$ cat src/rtl/srt_arb_pkg.sv
// Shared constants and helpers for the frame-RAM port arbiter.
package srt_arb_pkg;

    localparam int ARB_ADDR_W   = 16;
    localparam int ARB_DATA_W   = 32;
    localparam int STARVE_CNT_W = 8;

    // Width of a client id / round-robin pointer able to hold values up to n-1
    function automatic int id_width(input int n);
        return (n <= 2) ? 1 : $clog2(n);
    endfunction

endpackage

$ cat src/rtl/ram_port_arbiter_rr_picker.sv
// rr_picker: rotating priority encoder over clients 1..N-1, purely combinational.
// Scans from ptr upward, wrapping N-1 -> 1; next_ptr is the winner + 1 (N wraps to 1).
module rr_picker
    import srt_arb_pkg::*;
#(
    parameter int NUM_CLIENTS = 4,
    localparam int PW = id_width(NUM_CLIENTS)
) (
    input  logic [NUM_CLIENTS-1:1] req,
    input  logic [PW-1:0]          ptr,
    output logic [NUM_CLIENTS-1:1] grant,
    output logic [PW-1:0]          next_ptr
);

    logic found;

    // Pass 0 covers ptr..N-1, pass 1 covers the wrapped part 1..ptr-1
    always_comb begin
        grant    = '0;
        next_ptr = ptr;
        found    = 1'b0;
        for (int p = 0; p < 2; p++) begin
            for (int i = 1; i < NUM_CLIENTS; i++) begin
                if (!found && req[i] && ((p == 0) == (i >= int'(ptr)))) begin
                    found    = 1'b1;
                    grant[i] = 1'b1;
                    next_ptr = (i == NUM_CLIENTS - 1) ? PW'(1) : PW'(i + 1);
                end
            end
        end
    end

endmodule

$ cat src/rtl/ram_port_arbiter.sv
// N-client arbiter for the single-ported frame RAM: client 0 absolute priority,
// clients 1..N-1 round-robin. Optional starvation monitor under SRT_ARB_STARVE_EN.
module ram_port_arbiter
    import srt_arb_pkg::*;
#(
    parameter int NUM_CLIENTS      = 4,
    parameter int ADDR_WIDTH       = ARB_ADDR_W,
    parameter int DATA_WIDTH       = ARB_DATA_W,
    parameter int RAM_READ_LATENCY = 1,
    parameter int STARVE_LIMIT     = 255
) (
    input  logic                              clock,
    input  logic                              reset_n,
    input  logic [NUM_CLIENTS-1:0]            clientReq,
    input  logic [NUM_CLIENTS-1:0]            clientWrite,
    input  logic [NUM_CLIENTS*ADDR_WIDTH-1:0] clientAddr,
    input  logic [NUM_CLIENTS*DATA_WIDTH-1:0] clientWData,
    output logic [NUM_CLIENTS-1:0]            clientGrant,
    output logic [DATA_WIDTH-1:0]             rdData,
    output logic [NUM_CLIENTS-1:0]            rdValid,
    output logic [NUM_CLIENTS-1:0]            starved,
    input  logic                              starveClear,
    output logic [ADDR_WIDTH-1:0]             ramAddr,
    output logic [DATA_WIDTH-1:0]             ramDataWrite,
    output logic                              ramWriteEnable,
    input  logic [DATA_WIDTH-1:0]             ramDataRead
);

    localparam int PTR_W = id_width(NUM_CLIENTS);

    logic [PTR_W-1:0]       rr_ptr, rr_next;
    logic [NUM_CLIENTS-1:1] rr_grant;
    logic [ADDR_WIDTH-1:0]  sel_addr, addr_q;
    logic [DATA_WIDTH-1:0]  sel_wdata;
    logic                   sel_write;
    logic                   any_grant;
    logic [NUM_CLIENTS-1:0] rd_tag;
    logic [RAM_READ_LATENCY:1][NUM_CLIENTS-1:0] vld_pipe;

    rr_picker #(.NUM_CLIENTS(NUM_CLIENTS)) u_pick (
        .req      (clientReq[NUM_CLIENTS-1:1]),
        .ptr      (rr_ptr),
        .grant    (rr_grant),
        .next_ptr (rr_next)
    );

    // Grant is gated by reset so nothing reaches the RAM while held in reset
    always_comb begin
        clientGrant = '0;
        if (reset_n) begin
            if (clientReq[0]) clientGrant[0] = 1'b1;
            else              clientGrant[NUM_CLIENTS-1:1] = rr_grant;
        end
    end

    assign any_grant = |clientGrant;

    always_comb begin
        sel_addr  = '0;
        sel_wdata = '0;
        sel_write = 1'b0;
        for (int i = 0; i < NUM_CLIENTS; i++) begin
            if (clientGrant[i]) begin
                sel_addr  = clientAddr[i*ADDR_WIDTH +: ADDR_WIDTH];
                sel_wdata = clientWData[i*DATA_WIDTH +: DATA_WIDTH];
                sel_write = clientWrite[i];
            end
        end
    end

    // Idle cycles keep the last address on the bus
    assign ramAddr        = any_grant ? sel_addr : addr_q;
    assign ramDataWrite   = sel_wdata;
    assign ramWriteEnable = sel_write;

    always_ff @(posedge clock or negedge reset_n) begin
        if (!reset_n) begin
            rr_ptr <= PTR_W'(1);
            addr_q <= '0;
        end else begin
            addr_q <= ramAddr;
            if (!clientReq[0] && |rr_grant) rr_ptr <= rr_next;
        end
    end

    assign rd_tag = clientGrant & ~clientWrite;

    always_ff @(posedge clock or negedge reset_n) begin
        if (!reset_n) begin
            vld_pipe <= '0;
        end else begin
            vld_pipe[1] <= rd_tag;
            for (int s = 2; s <= RAM_READ_LATENCY; s++) vld_pipe[s] <= vld_pipe[s-1];
        end
    end

    assign rdValid = vld_pipe[RAM_READ_LATENCY];
    assign rdData  = ramDataRead;

`ifdef SRT_ARB_STARVE_EN
    localparam logic [STARVE_CNT_W-1:0] LIM = STARVE_CNT_W'(STARVE_LIMIT);

    assign starved[0] = 1'b0;

    for (genvar i = 1; i < NUM_CLIENTS; i++) begin : g_starve
        logic [STARVE_CNT_W-1:0] cnt, cnt_next;
        logic                    waiting, set_evt, flag;

        assign waiting = clientReq[i] && !clientGrant[i];

        always_comb begin
            cnt_next = '0;
            if (waiting) cnt_next = (cnt == LIM) ? cnt : cnt + 1'b1;
        end

        assign set_evt = waiting && (cnt_next == LIM);

        // Set beats a coincident clear
        always_ff @(posedge clock or negedge reset_n) begin
            if (!reset_n) begin
                cnt  <= '0;
                flag <= 1'b0;
            end else begin
                cnt  <= cnt_next;
                flag <= set_evt | (flag & ~starveClear);
            end
        end

        assign starved[i] = flag;
    end
`else
    logic unused_starve_clear;
    assign unused_starve_clear = starveClear;
    assign starved = '0;
`endif

endmodule

$ cat config.mk
export PLATFORM = sky130hd
export DESIGN_NAME = ram_port_arbiter
export DESIGN_NICKNAME = d
export VERILOG_FILES = /design/src/rtl/srt_arb_pkg.sv /design/src/rtl/ram_port_arbiter_rr_picker.sv /design/src/rtl/ram_port_arbiter.sv
export SDC_FILE = /design/constraint.sdc
export NUM_CORES = 1
export LEC_CHECK = 0
export CAP_MARGIN = 10
export CORE_AREA = 2 2 128 130
export CTS_CLUSTER_DIAMETER = 50
export DETAILED_ROUTE_END_ITERATION = 8
export DIE_AREA = 0 0 130 132
export SLEW_MARGIN = 0
export SYNTH_ARGS = -nofsm -noshare
export SYNTH_HDL_FRONTEND = slang
export SYNTH_HIERARCHICAL = 1
export SYNTH_SLANG_ARGS = --single-unit
$ cat constraint.sdc
create_clock -name clock -period 2.6 [get_ports clock]
set_input_delay 0.26 -clock clock [delete_from_list [all_inputs] [get_ports clock]]
set_output_delay 0.26 -clock clock [all_outputs]
set_load 0.1 [all_outputs]
---- After elaboration in Yosys (flattened, before gate mapping) ----
Cells that the tools add are included.
storage, ports and cells
  logic and storage cells ................. 56
  flip-flop bits (word level) ............. 22
  input port bits ......................... 235
operators by class
  mux-type cells .......................... 29
  magnitude comparators ................... 2
  reduce and logical (&&, ||, !) cells .... 18
  bitwise operators ....................... 4
operators with widths
  operator                                            count
  2-to-1 mux 32 bit                                   4
  2-to-1 mux 16 bit                                   5
  2-to-1 mux 1 bit                                    13
  2-to-1 mux 2 bit                                    5
  logical AND 1 bit                                   9
  zero test 1 bit                                     5
  nonzero test 5 bit                                  1
  AND 4 bit                                           1
  2-to-1 mux 4 bit                                    1
  inverter 4 bit                                      1
  OR reduction 4 bit                                  1
  2-to-1 mux 3 bit                                    1
  OR reduction 3 bit                                  1
  >= comparator 1 x 2 -> 1 bit, first input constant  1
  >= comparator 2 bit, first input constant           1
  inverter 1 bit                                      2
  AND reduction 2 bit                                 1

---- Depth between registers and ports, before layout ----
Gate-level depths: netlist of the first run.
  depth in word-level cells ............... 25
  mapped depth ............................ 9
  depth with buffers taken out ............ 7

---- Modules after synthesis ----
Netlist of the first run, hierarchy kept.
modules (own cells, without submodules)
  module            times used  area an instance (sq um)  cells an instance
  ram_port_arbiter  1           2900.3                    356
  rr_picker         1           83.8                      15

---- Worst setup path after synthesis of the first run ----
OpenSTA, ideal clock, no wires.
  kind .................................... reg2out
  from .................................... register rr_ptr[0]
  to ...................................... output port ramWriteEnable
  data arrival time ....................... 5.984 ns
  path buffers ............................ 0
  setup slack ............................. -3.644 ns
  cell stages (with the launch flop) ...... 7
  required time ........................... 2.340 ns
  cells stage by stage .................... dfstp_2 > nand2b_2 > a21oi_1 > nor2b_1 > a2111o_1 > o21ai_0 > a2111oi_0
RTL lines
  element                         line                              RTL
  from (decl)                     ram_port_arbiter.sv:31            logic [PTR_W-1:0] rr_ptr, rr_next;
  from (signal assigned)          ram_port_arbiter.sv:82            if (!clientReq[0] && |rr_grant) rr_ptr <= rr_next;
  >= comparator 1 x 2 -> 1 bit    ram_port_arbiter_rr_picker.sv:24  if (!found && req[i] && ((p == 0) == (i >= int'(ptr)))) begin
  logical AND 1 bit               ram_port_arbiter_rr_picker.sv:24
  2-to-1 mux 1 bit                ram_port_arbiter_rr_picker.sv:24
  zero test 1 bit                 ram_port_arbiter_rr_picker.sv:24
  logical AND 1 bit (2 in a row)  ram_port_arbiter_rr_picker.sv:24
  2-to-1 mux 1 bit (*)            ram_port_arbiter_rr_picker.sv:24
  zero test 1 bit (*)             ram_port_arbiter_rr_picker.sv:24
  logical AND 1 bit (*)           ram_port_arbiter_rr_picker.sv:24
  2-to-1 mux 1 bit (*)            ram_port_arbiter_rr_picker.sv:24
  via rr_grant, one bit           ram_port_arbiter.sv:32            logic [NUM_CLIENTS-1:1] rr_grant;
  2-to-1 mux 3 bit (*)            ram_port_arbiter.sv:51            if (clientReq[0]) clientGrant[0] = 1'b1;
  2-to-1 mux 4 bit (*)            ram_port_arbiter.sv:50            if (reset_n) begin
  2-to-1 mux 1 bit (*)            ram_port_arbiter.sv:63            if (clientGrant[i]) begin
  to (decl)                       ram_port_arbiter.sv:25            output logic ramWriteEnable,
Mark *: on every way through the listed nets, which the timed path passes. The rest lies on a longest branch.

---- Worst setup path after layout of the first run ----
  from .................................... register rr_ptr[0]
  to ...................................... output port ramAddr[4]
between the ends
  longest elaborated chain between the ends .. 23
ends and longest elaborated chain
  element                         line                              RTL
  >= comparator 1 x 2 -> 1 bit    ram_port_arbiter_rr_picker.sv:24
  logical AND 1 bit               ram_port_arbiter_rr_picker.sv:24
  2-to-1 mux 1 bit                ram_port_arbiter_rr_picker.sv:24
  zero test 1 bit                 ram_port_arbiter_rr_picker.sv:24
  logical AND 1 bit (2 in a row)  ram_port_arbiter_rr_picker.sv:24
  2-to-1 mux 1 bit                ram_port_arbiter_rr_picker.sv:24
  zero test 1 bit                 ram_port_arbiter_rr_picker.sv:24
  logical AND 1 bit               ram_port_arbiter_rr_picker.sv:24
  (+5 left out)                   --
  zero test 1 bit                 ram_port_arbiter_rr_picker.sv:24
  logical AND 1 bit (2 in a row)  ram_port_arbiter_rr_picker.sv:24
  2-to-1 mux 1 bit (*)            ram_port_arbiter_rr_picker.sv:24
  via rr_grant, one bit           ram_port_arbiter.sv:32
  2-to-1 mux 3 bit (*)            ram_port_arbiter.sv:51
  2-to-1 mux 4 bit (*)            ram_port_arbiter.sv:50
  2-to-1 mux 16 bit (2 in a row)  ram_port_arbiter.sv:63
  2-to-1 mux 16 bit (*)           ram_port_arbiter.sv:72            assign ramAddr = any_grant ? sel_addr : addr_q;
  to (decl)                       ram_port_arbiter.sv:23            output logic [ADDR_WIDTH-1:0] ramAddr,
Marks and branches as above.

==> qor.csv, run 1 <==
metric;value;unit
routed_wl;18260;um
coreArea;0.01571;mm^2
dp_hpwl;13730;um
clock_sinks;22;
avgSynthCellArea;8.043;um^2
maxSlewViolCount;0;
clk_path_buf_depth;2;
drive_above_1_share;0.4107;
whs;0.1975;ns
reg2reg_to;addr_q[7];
crit_path_end_kind;primary output;
instances_no_fill;871;
pin_count;328;
cts_tree;yes;
final_common_cell;clkdlybuf4s50_1;
final_cell_area;0.007900;mm^2
fin_crit_sh;1.018;
path_clk_slew;0.06;ns
grt_max_degree;30;
final-setup-viol-count;17;
clock.fmax;377.7;MHz
start_kind;flip-flop;
dr.pass1.iters;4;
pre_cts_ws;-0.08192;ns
dieWidth;130;um
clk_latency;0.26;ns
critPathMaxFanout;7;
wire_per_inst;20.96;um
cts_root_buf;clkbuf_16;
yosysWarnings;6;
final.setup_skew;0.007190;ns
p_clk_frac;0.075;
syn2layout_area_growth;164.7;%
setup_slack;-0.04791;ns
vias;4183;
numCtsBuffers;3;
status;complete, but fails checks;
path_buf_inv;5;
rr_worst_depth;10;
crit_path_frequent_cell;a21oi_4;
leakagePower;3.111;nW
diodes;0;
violations;negative setup slack;
crit_start;rr_ptr[0];
slowest_delay;0.56;ns
num_rows;46;
drt-vias-per-instance;4.803;
worstPathArrival;2.39;ns
ant_nets;0;
grt_pass1_vias;4582;
drc_errors;0;
post_dp_cell_area;0.006975;mm^2
sequentialPowerShare;0.099;
cts.htree.levels;1;
nNetsFinal;891;
hp-class;in2async;
required;2.34;ns
tightest_slew;0.4945;ns
path_depth;10;
seq_area_frac_synth;0.1849;
power.density;633.6;mW/mm^2
swShare;0.5102;
synthCells;371;
yosysUniqueCellTypes;39;
cp_cell_sequence;inv_2 > a21oi_4 > nor2b_4 > buf_12 > o41ai_4 > buf_4 > clkbuf_16 > a21oi_4 > a21oi_4 > buf_12;
crit_type;reg2out;
fillers;1414;
r2r_slack;0.35;ns
grt_util_all_layers;0.1958;
grt_overflow_total;0;
drtIter0Drc;128;
fin_crit;2.648;ns
initial_core_util;0.1899;
placed_cells_incl_taps;826;
cap_viol_max_count;0;
slowest_stage;dfstp_2;
final-hold-violation-count;0;
r2r-start;rr_ptr[0];
comb_power_share;0.826;
final_cell_mix;196 x clkdlybuf4s50_1, 67 x buf_12, 62 x buf_4;
die-height;132;um
rsz0062_at_grt;yes;
setup-tns-final;-0.2613;ns
io_buffers;258;
slew_headroom;0.6683;
gp_congestion;0.8302;
p_int;2.452;mW
ys_seq_elements;22;
syn_area;0.002984;mm^2
power.switching;2.554;mW
die_area;0.01716;mm^2
cpLargestDelayFamily;buffers and inverters;
grt_pass1_wl;25940;um
peakVddDrop;0.4268;mV
antenna_found_initial;0;
## Yosys cell counts, drive strengths merged
cell | number | area, um^2
a2111o | 1 | 11.26
a2111oi | 1 | 8.760
a211oi | 32 | 240.2
a21boi | 1 | 7.510
a21o | 1 | 7.510
a21oi | 13 | 87.58
a221o | 3 | 30.03
a221oi | 13 | 113.9
a22oi | 1 | 7.510
a31oi | 1 | 6.260
and2b | 2 | 15.01
and3 | 1 | 6.260
buf | 63 | 449.2
clkbuf | 14 | 53.80
conb | 1 | 3.750
dfrtp | 21 | 525.5
dfstp | 1 | 26.28
inv | 5 | 18.76
mux2 | 2 | 22.52
nand2 | 48 | 180.2
nand2b | 2 | 15.02
nand3b | 5 | 62.56
nor2 | 37 | 138.9
nor2b | 5 | 31.28
nor3 | 4 | 20.02
o21ai | 35 | 175.2
o22ai | 12 | 75.07
o31ai | 12 | 90.09
o41ai | 33 | 548.0
or2 | 1 | 6.260
## how the worst max path moves through the flow
stage	end	slack, ns
after detailed placement	ramAddr[3]	-0.08
after CTS	ramAddr[4]	-0.08
final	ramAddr[4]	-0.05
after global routing	ramAddr[1]	-0.13
after floorplan	ramDataWrite[12]	-0.19
after global placement	ramDataWrite[19]	-0.02
## metal layers
layer,routed length [um],up-vias,track usage,part of all wire
met5,0,-,0,0
met4,341,0,0.04122,0.019
met3,1256,22,0.04586,0.069
met2,10060,206,0.3863,0.55
met1,6602,2015,0.2058,0.36
li1,-,1940,-,-
## registers in the layout (all words and copies together) (netlist names)
signal   cells
rdValid      4
rr_ptr       2
addr_q      16
## final cells by class
type | instances | area, um^2 | area share
Tap cell | 216 | 270.3 | 0.03421
Timing Repair Buffer | 354 | 4182 | 0.5293
Inverter | 5 | 31.28 | 0.003959
Sequential cell | 22 | 553.0 | 0.07000
Clock buffer | 4 | 88.84 | 0.01124
Multi-Input combinational cell | 270 | 2775 | 0.3513
## per-stage QoR
stage,utilization,power (mW)
6_report,0.5028,5.005
4_1_cts,0.4715,4.819
2_1_floorplan,-,2.963
5_1_grt,0.5028,5.192
3_5_place_dp,0.4439,4.220
3_3_place_gp,0.4439,4.168
## power by group through the flow
stage	clock (mW)	combinational (mW)	sequential, mW
after floorplan	0	2.47	0.494
after global placement	0	3.69	0.482
after detailed placement	0	3.73	0.488
after CTS	0.389	3.94	0.488
after global routing	0.397	4.29	0.508
final	0.374	4.13	0.497
## cells by family after synthesis
kind of cell,share of synthesized area
and+or+nand+nor,0.1593
DFF,0.1849
buffers and inverters,0.1748
muxes,0.007547
other,0.001257
AOI/OAI and AO/OA,0.4721
## what timing repair did
item,CTS,global route
endpoints found under the hold margin,4,0
hold buffers,1,0
endpoints found under the setup margin,44,49
buffers inserted,13,23
pin swaps,23,24
cloned,4,4
gates resized for setup,40,74
No activity file was read; power rests on OpenSTA's default activity.
==> run 2, diff against run 1 <==
--- a/config.mk
+++ b/config.mk
@@ -10,6 +10,7 @@
 export CTS_CLUSTER_DIAMETER = 50
 export DETAILED_ROUTE_END_ITERATION = 8
 export DIE_AREA = 0 0 130 132
+export MAX_ROUTING_LAYER = met4
 export SLEW_MARGIN = 0
 export SYNTH_ARGS = -nofsm -noshare
 export SYNTH_HDL_FRONTEND = slang
==> run 2 against run 1 <==
  * The run still ends with negative setup slack left
  * Global-route usage rose by 0.59 points
  * Core utilization rose by 0.14 points
  * Maximum frequency barely moved
  * Via count rose by 0.19%
  * Non-clock buffer count fell by 5
  * Clock-buffer cell count did not move
==> qor.csv, run 2 (same netlist as run 1, synthesis figures left out) <==
metric;value;unit;change
cts_tree;yes;;
power.density;632.2;mW/mm^2;-0.22%
clock.fmax;377.9;MHz;about the same
final_common_cell;clkdlybuf4s50_1;;
dp_hpwl;13730;um;unchanged
fin_crit;2.646;ns;-0.001803 ns
clk_latency;0.26;ns;about the same
crit_type;reg2out;;
gp_congestion;0.8457;;+1.9%
cp_cell_sequence;inv_2 > a21oi_4 > nor2b_4 > buf_12 > o41ai_4 > buf_4 > clkbuf_16 > a21oi_2 > a21oi_4 > buf_12;;
rsz0062_at_grt;yes;;
grt_max_degree;30;;unchanged
critPathMaxFanout;7;;unchanged
final-setup-viol-count;16;;-1
die-height;132;um;unchanged
nNetsFinal;887;;-0.45%
total_power;5.008;mW;about the same
grt_util_all_layers;0.2017;;+0.005895
numCtsBuffers;3;;unchanged
drt-vias-per-instance;4.834;;+0.65%
fin_crit_sh;1.018;;about the same
syn2layout_area_growth;165.5;%;
slowest_delay;0.56;ns;about the same
worstPathArrival;2.39;ns;about the same
drive_above_1_share;0.4178;;+0.007132
grt_pass1_wl;25930;um;about the same
cap_viol_max_count;0;;unchanged
path_buf_inv;5;;unchanged
multi_input_area;0.002843;mm^2;+2.4%
wire_per_inst;21.01;um;+0.24%
vias;4191;;+0.19%
final-hold-violation-count;0;;unchanged
setup_slack;-0.04610;ns;+0.001803 ns
die_area;0.01716;mm^2;unchanged
crit_path_end_kind;primary output;;
setup-tns-final;-0.2389;ns;+0.02243 ns
final.setup_skew;0.008517;ns;+0.001328 ns
antenna_found_initial;0;;unchanged
fillers;1412;;-0.14%
drtIter0Drc;119;;-7.0%
top_register;addr_q;;
initial_core_util;0.1899;;unchanged
clock_sinks;22;;unchanged
start_kind;flip-flop;;
peakVddDrop;0.4232;mV;-0.84%
cts_root_buf;clkbuf_16;;
coreArea;0.01571;mm^2;unchanged
routed_wl;18220;um;-0.22%
cpLargestDelayFamily;buffers and inverters;;
pin_count;328;;unchanged
whs;0.2002;ns;+0.002728 ns
clk_path_buf_depth;2;;unchanged
dieWidth;130;um;unchanged
required;2.34;ns;about the same
grt_pass1_vias;4584;;+0.044%
maxSlewViolCount;0;;unchanged
io_buffers;258;;unchanged
num_rows;46;;unchanged
status;complete, but fails checks;;
cts.htree.levels;1;;unchanged
ant_nets;0;;unchanged
leakagePower;3.109;nW;about the same
path_clk_slew;0.06;ns;about the same
slowest_stage;dfstp_2;;
drc_errors;0;;unchanged
violations;negative setup slack;;
dr.pass1.iters;4;;unchanged
final_cell_mix;196 x clkdlybuf4s50_1, 66 x buf_12, 58 x buf_4;;
diodes;0;;unchanged
hp-class;in2async;;
grt_overflow_total;0;;unchanged
seq_area;553.0;um^2;unchanged
largest_reg_flops;16;;unchanged
[run 2: cell types whose count changed in the layout (fill, tap and decap cells not counted), sizes merged]
cell    before  now
buf        150  146
inv          4    5
clkbuf       8    7
[run 2: per-layer routing]
layer,wire [um],vias to the layer above,global-route usage,share of wire
met5,0,-,-,0
met4,334,0,0.04002,0.018
met3,1179,22,0.04099,0.065
met2,10200,207,0.3871,0.56
met1,6502,2036,0.2090,0.36
li1,-,1926,-,-
[run 2: stage by stage]
step           setup WS [ns]  std cells  area, um^2  utilization
2_1_floorplan        -0.1945        374        3596            -
3_3_place_gp        -0.01748        826        6975       0.4439
3_5_place_dp        -0.08192        826        6975       0.4439
4_1_cts             -0.07592        848        7408       0.4715
5_1_grt              -0.1239        867        7923       0.5042
6_report            -0.04610        867        7923       0.5042
[run 2: what timing repair did]
action,in CTS,in global routing
resized for setup,40,92
endpoints found under the setup margin,44,49
gates cloned,4,3
buffers inserted,13,21
hold buffers,1,0
pin swaps,23,24
endpoints found under the hold margin,4,0
[run 2: cell type report]
cell class	instances	area share
clock buffer	4	0.01121
inverter	5	0.003948
multi-input combinational	270	0.3588
sequential	22	0.06980
tap	216	0.03411
timing repair buffer	349	0.5207
timing repair inverter	1	0.001421
[run 2: worst paths after layout]
path / from / to / slack [ns] / depth (start not counted)
worst max-delay path: rr_ptr[0] / ramAddr[4] / -0.05 / 10
worst min-delay path: reset_n / rr_ptr[0] / 0.20 / 1
worst max register to register: rr_ptr[0] / addr_q[7] / 0.35 / 10
worst min register to register: addr_q[3] / addr_q[3] / 0.51 / 2
max in group asynchronous: reset_n / rr_ptr[1] / 1.56 / 2
min in group clock: addr_q[3] / addr_q[3] / 0.51 / 2
[run 2: power by group]
group / leakage, nW / total (mW) / internal (mW) / switching [mW]
clock: 0.0442 / 0.378 / 0.236 / 0.142
sequential: 0.269 / 0.501 / 0.439 / 0.0622
combinational: 2.80 / 4.13 / 1.76 / 2.37
==> run 3, diff against run 2 <==
--- a/config.mk
+++ b/config.mk
@@ -6,13 +6,12 @@
 export NUM_CORES = 1
 export LEC_CHECK = 0
 export CAP_MARGIN = 10
-export CORE_AREA = 2 2 128 130
+export CORE_AREA = 2 2 129 131
 export CTS_CLUSTER_DIAMETER = 50
 export DETAILED_ROUTE_END_ITERATION = 8
-export DIE_AREA = 0 0 130 132
+export DIE_AREA = 0 0 131 133
 export MAX_ROUTING_LAYER = met4
 export SLEW_MARGIN = 0
 export SYNTH_ARGS = -nofsm -noshare
 export SYNTH_HDL_FRONTEND = slang
-export SYNTH_HIERARCHICAL = 1
 export SYNTH_SLANG_ARGS = --single-unit
==> run 3 against run 2 <==
  * The run now ends clean
  * Maximum frequency is 4.8% higher
  * Clock power grew 18%
  * Flip-flop and latch count unchanged
  * Synthesized cell count increased by 2.2%
  * Power decreased by 38%
  * Non-clock buffer count shrank 66
  * Via count is 3.2% lower
  * Clock skew is 0.0061 ns lower
  * Highest routed layer unchanged
==> qor.csv, run 3 <==
metric;value;unit;change
seq_area_frac_synth;0.1896;;+0.004690
cts_tree;yes;;
top_register;addr_q;;
drc_errors;0;;unchanged
path_clk_slew;0.07;ns;about the same
whs;0.01189;ns;-0.1883 ns
initial_core_util;0.1800;;-0.009957
num_rows;47;;+2.2%
gp_congestion;0.8781;;+3.8%
synth_compound_area_frac;0.5026;;+0.03046
synth_edf_count;0;;unchanged
hold_buffers;0;;-1
leakagePower;2.470;nW;-21%
fin_crit;2.524;ns;-0.1223 ns
crit_type;reg2out;;
routed_wl;16490;um;-9.5%
die_area;0.01742;mm^2;+1.5%
final_cell_area;0.006327;mm^2;-20%
synth_most_common_cell;a21oi_1;;
grt_pass1_wl;24490;um;-5.6%
fillers;1583;;+12%
power.density;493.5;mW/mm^2;-22%
syn2layout_area_growth;117.4;%;
status;finished clean;;
synthSimpleGateAreaFrac;0.1255;;-0.03379
drt-vias-per-instance;5.019;;+3.8%
hp-class;in2async;;
yosys-top-cells-area;dfrtp_1 18%, o22a_1 9.6%, buf_4 9.3%;;
synthAdderAreaFrac;0;;unchanged
yosysUniqueCellTypes;41;;+5.1%
peakVddDrop;0.3007;mV;-29%
clk_path_buf_depth;2;;unchanged
synthMuxAreaShare;0;;-0.007547
coreArea;0.01617;mm^2;+2.9%
nNetsFinal;824;;-7.1%
post_cts_resized;0;;-100%
slew_headroom;0.6290;;
post_dp_cell_area;0.006195;mm^2;-11%
dr.pass1.iters;5;;+1
grt_pass1_vias;4327;;-5.6%
crit_path_end_kind;primary output;;
wire_per_inst;20.40;um;-2.9%
maxSlewViolCount;0;;unchanged
drtIter0Drc;182;;+53%
slowest_stage;dfstp_2;;
required;2.34;ns;about the same
grt_util_all_layers;0.1861;;-0.01559
io_buffers;258;;unchanged
ant_nets;0;;unchanged
final_common_cell;clkdlybuf4s50_1;;
avgSynthCellArea;7.679;um^2;-4.5%
vias;4055;;-3.2%
yosys-top-cells-count;41 x a21oi_1, 36 x buf_4, 35 x o21ai_0, 34 x o211ai_1, 33 x and3_1;;
clk_latency;0.26;ns;about the same
antenna_found_initial;0;;unchanged
multi_input_area;0.002033;mm^2;-28%
pin_count;328;;unchanged
synth_top_area_cell;dfrtp_1;;
die-height;133;um;+0.76%
cts_root_buf;clkbuf_16;;
grt_max_degree;65;;+120%
tightest_slew;0.5565;ns;
cts.htree.levels;1;;unchanged
final-setup-viol-count;0;;-16
numCtsBuffers;3;;unchanged
dp_hpwl;12010;um;-13%
start_kind;flip-flop;;
slowest_delay;0.53;ns;-0.03 ns
seq_area;551.8;um^2;-0.23%
final.setup_skew;0.002368;ns;-0.006149 ns
clock_sinks;22;;unchanged
ys.flop_type;dfrtp_1;;
fin_crit_sh;0.9707;;-0.04702
dieWidth;131;um;+0.77%
cp_cell_sequence;and2b_2 > o21a_1 > buf_4 > a221oi_1 > o31ai_4 > buf_12;;
critPathMaxFanout;11;;+4
yosysWarnings;0;;-6
synth_top_area_frac;0.1806;;+0.004467
synth_top_family_by_area;compound AO/OA/AOI/OAI gates;;
clock.fmax;396.2;MHz;+4.8%
synthCells;379;;+2.2%
largest_reg_flops;16;;unchanged
diodes;0;;unchanged
cap_viol_max_count;0;;unchanged
synth-xor-area-share;0;;unchanged
final_cell_mix;199 x clkdlybuf4s50_1, 58 x buf_12, 35 x o21ai_0;;
worstPathArrival;2.26;ns;-0.13 ns
syn_area;0.002910;mm^2;-2.5%
final-hold-violation-count;0;;unchanged
async_reset_ff_frac;1.000;;unchanged
grt_overflow_total;0;;unchanged
ys_seq_elements;22;;unchanged
rsz0062_at_grt;no;;
drive_above_1_share;0.1990;;-0.2188
## run 3: cell count changes in the layout (fill, tap and decap cells not counted), moves of 33 or more
cell,change
buf_4,-34
nand2_1,-33
o211ai_1,+34
o41ai_4,-33
## run 3: area by class of cell
class,instances,area share
clock buffer,3,0.01186
clock inverter,1,0.004746
inverter,5,0.002966
multi-input combinational,274,0.3213
sequential,22,0.08721
tap,220,0.04350
timing repair buffer,283,0.5284
## run 3: repair_timing
item / CTS / global route
pin swaps: 1 / 1
setup buffers: 1 / 1
setup endpoints to repair: 1 / 10
## run 3: report_power, final
| group | internal (mW) | switching [mW] | leakage (nW) |
|---|---|---|---|
| sequential | 0.392 | 0.0201 | 0.270 |
| clock | 0.306 | 0.140 | 0.0511 |
| combinational | 0.897 | 1.37 | 2.15 |
## run 3: stage by stage
step           power (mW)  utilization  setup WS (ns)  std cells  TNS (ns)
3_5_place_dp        2.671       0.3831        0.01429        802         0
4_1_cts             3.127       0.3900        0.01400        807         0
2_1_floorplan       1.934            -        -0.2142        382   -0.2142
6_report            3.123       0.3913        0.07615        808         0
3_3_place_gp        2.649       0.3831        0.02999        802         0
5_1_grt             3.226       0.3913        0.03911        808         0
## run 3: per-layer routing
metal	share of wire	vias to the layer above	track usage
li1	-	1874	-
met1	0.40	1930	0.2216
met2	0.51	207	0.3235
met3	0.070	44	0.02871
met4	0.026	0	0.04905
met5	0	-	-
## run 3: cells by family after synthesis
logic type             after synthesis
DFF                                 22
buffers and inverters               86
AOI/OAI and AO/OA                  206
and+or+nand+nor                     64
other                                1
## run 3: final timing paths
path | cells past startpoint | end | slack, ns | from
min in group clock | 3 | rr_ptr[0] | 0.43 | clientReq[2]
setup / recovery | 6 | ramAddr[10] | 0.08 | rr_ptr[0]
max in group asynchronous | 2 | rr_ptr[0] | 2.30 | reset_n
hold reg to reg | 2 | rr_ptr[0] | 0.49 | rr_ptr[0]
setup reg to reg | 5 | addr_q[10] | 0.65 | rr_ptr[0]
hold / removal | 2 | rdValid[2] | 0.01 | reset_n
## run 3: critical path: cells and delay by family (launching register included)
kind / cells / cell delay [ns]
compound gates: 3 / 0.83
buf+inv: 2 / 0.37
flops: 1 / 0.53
simple gates: 1 / 0.27
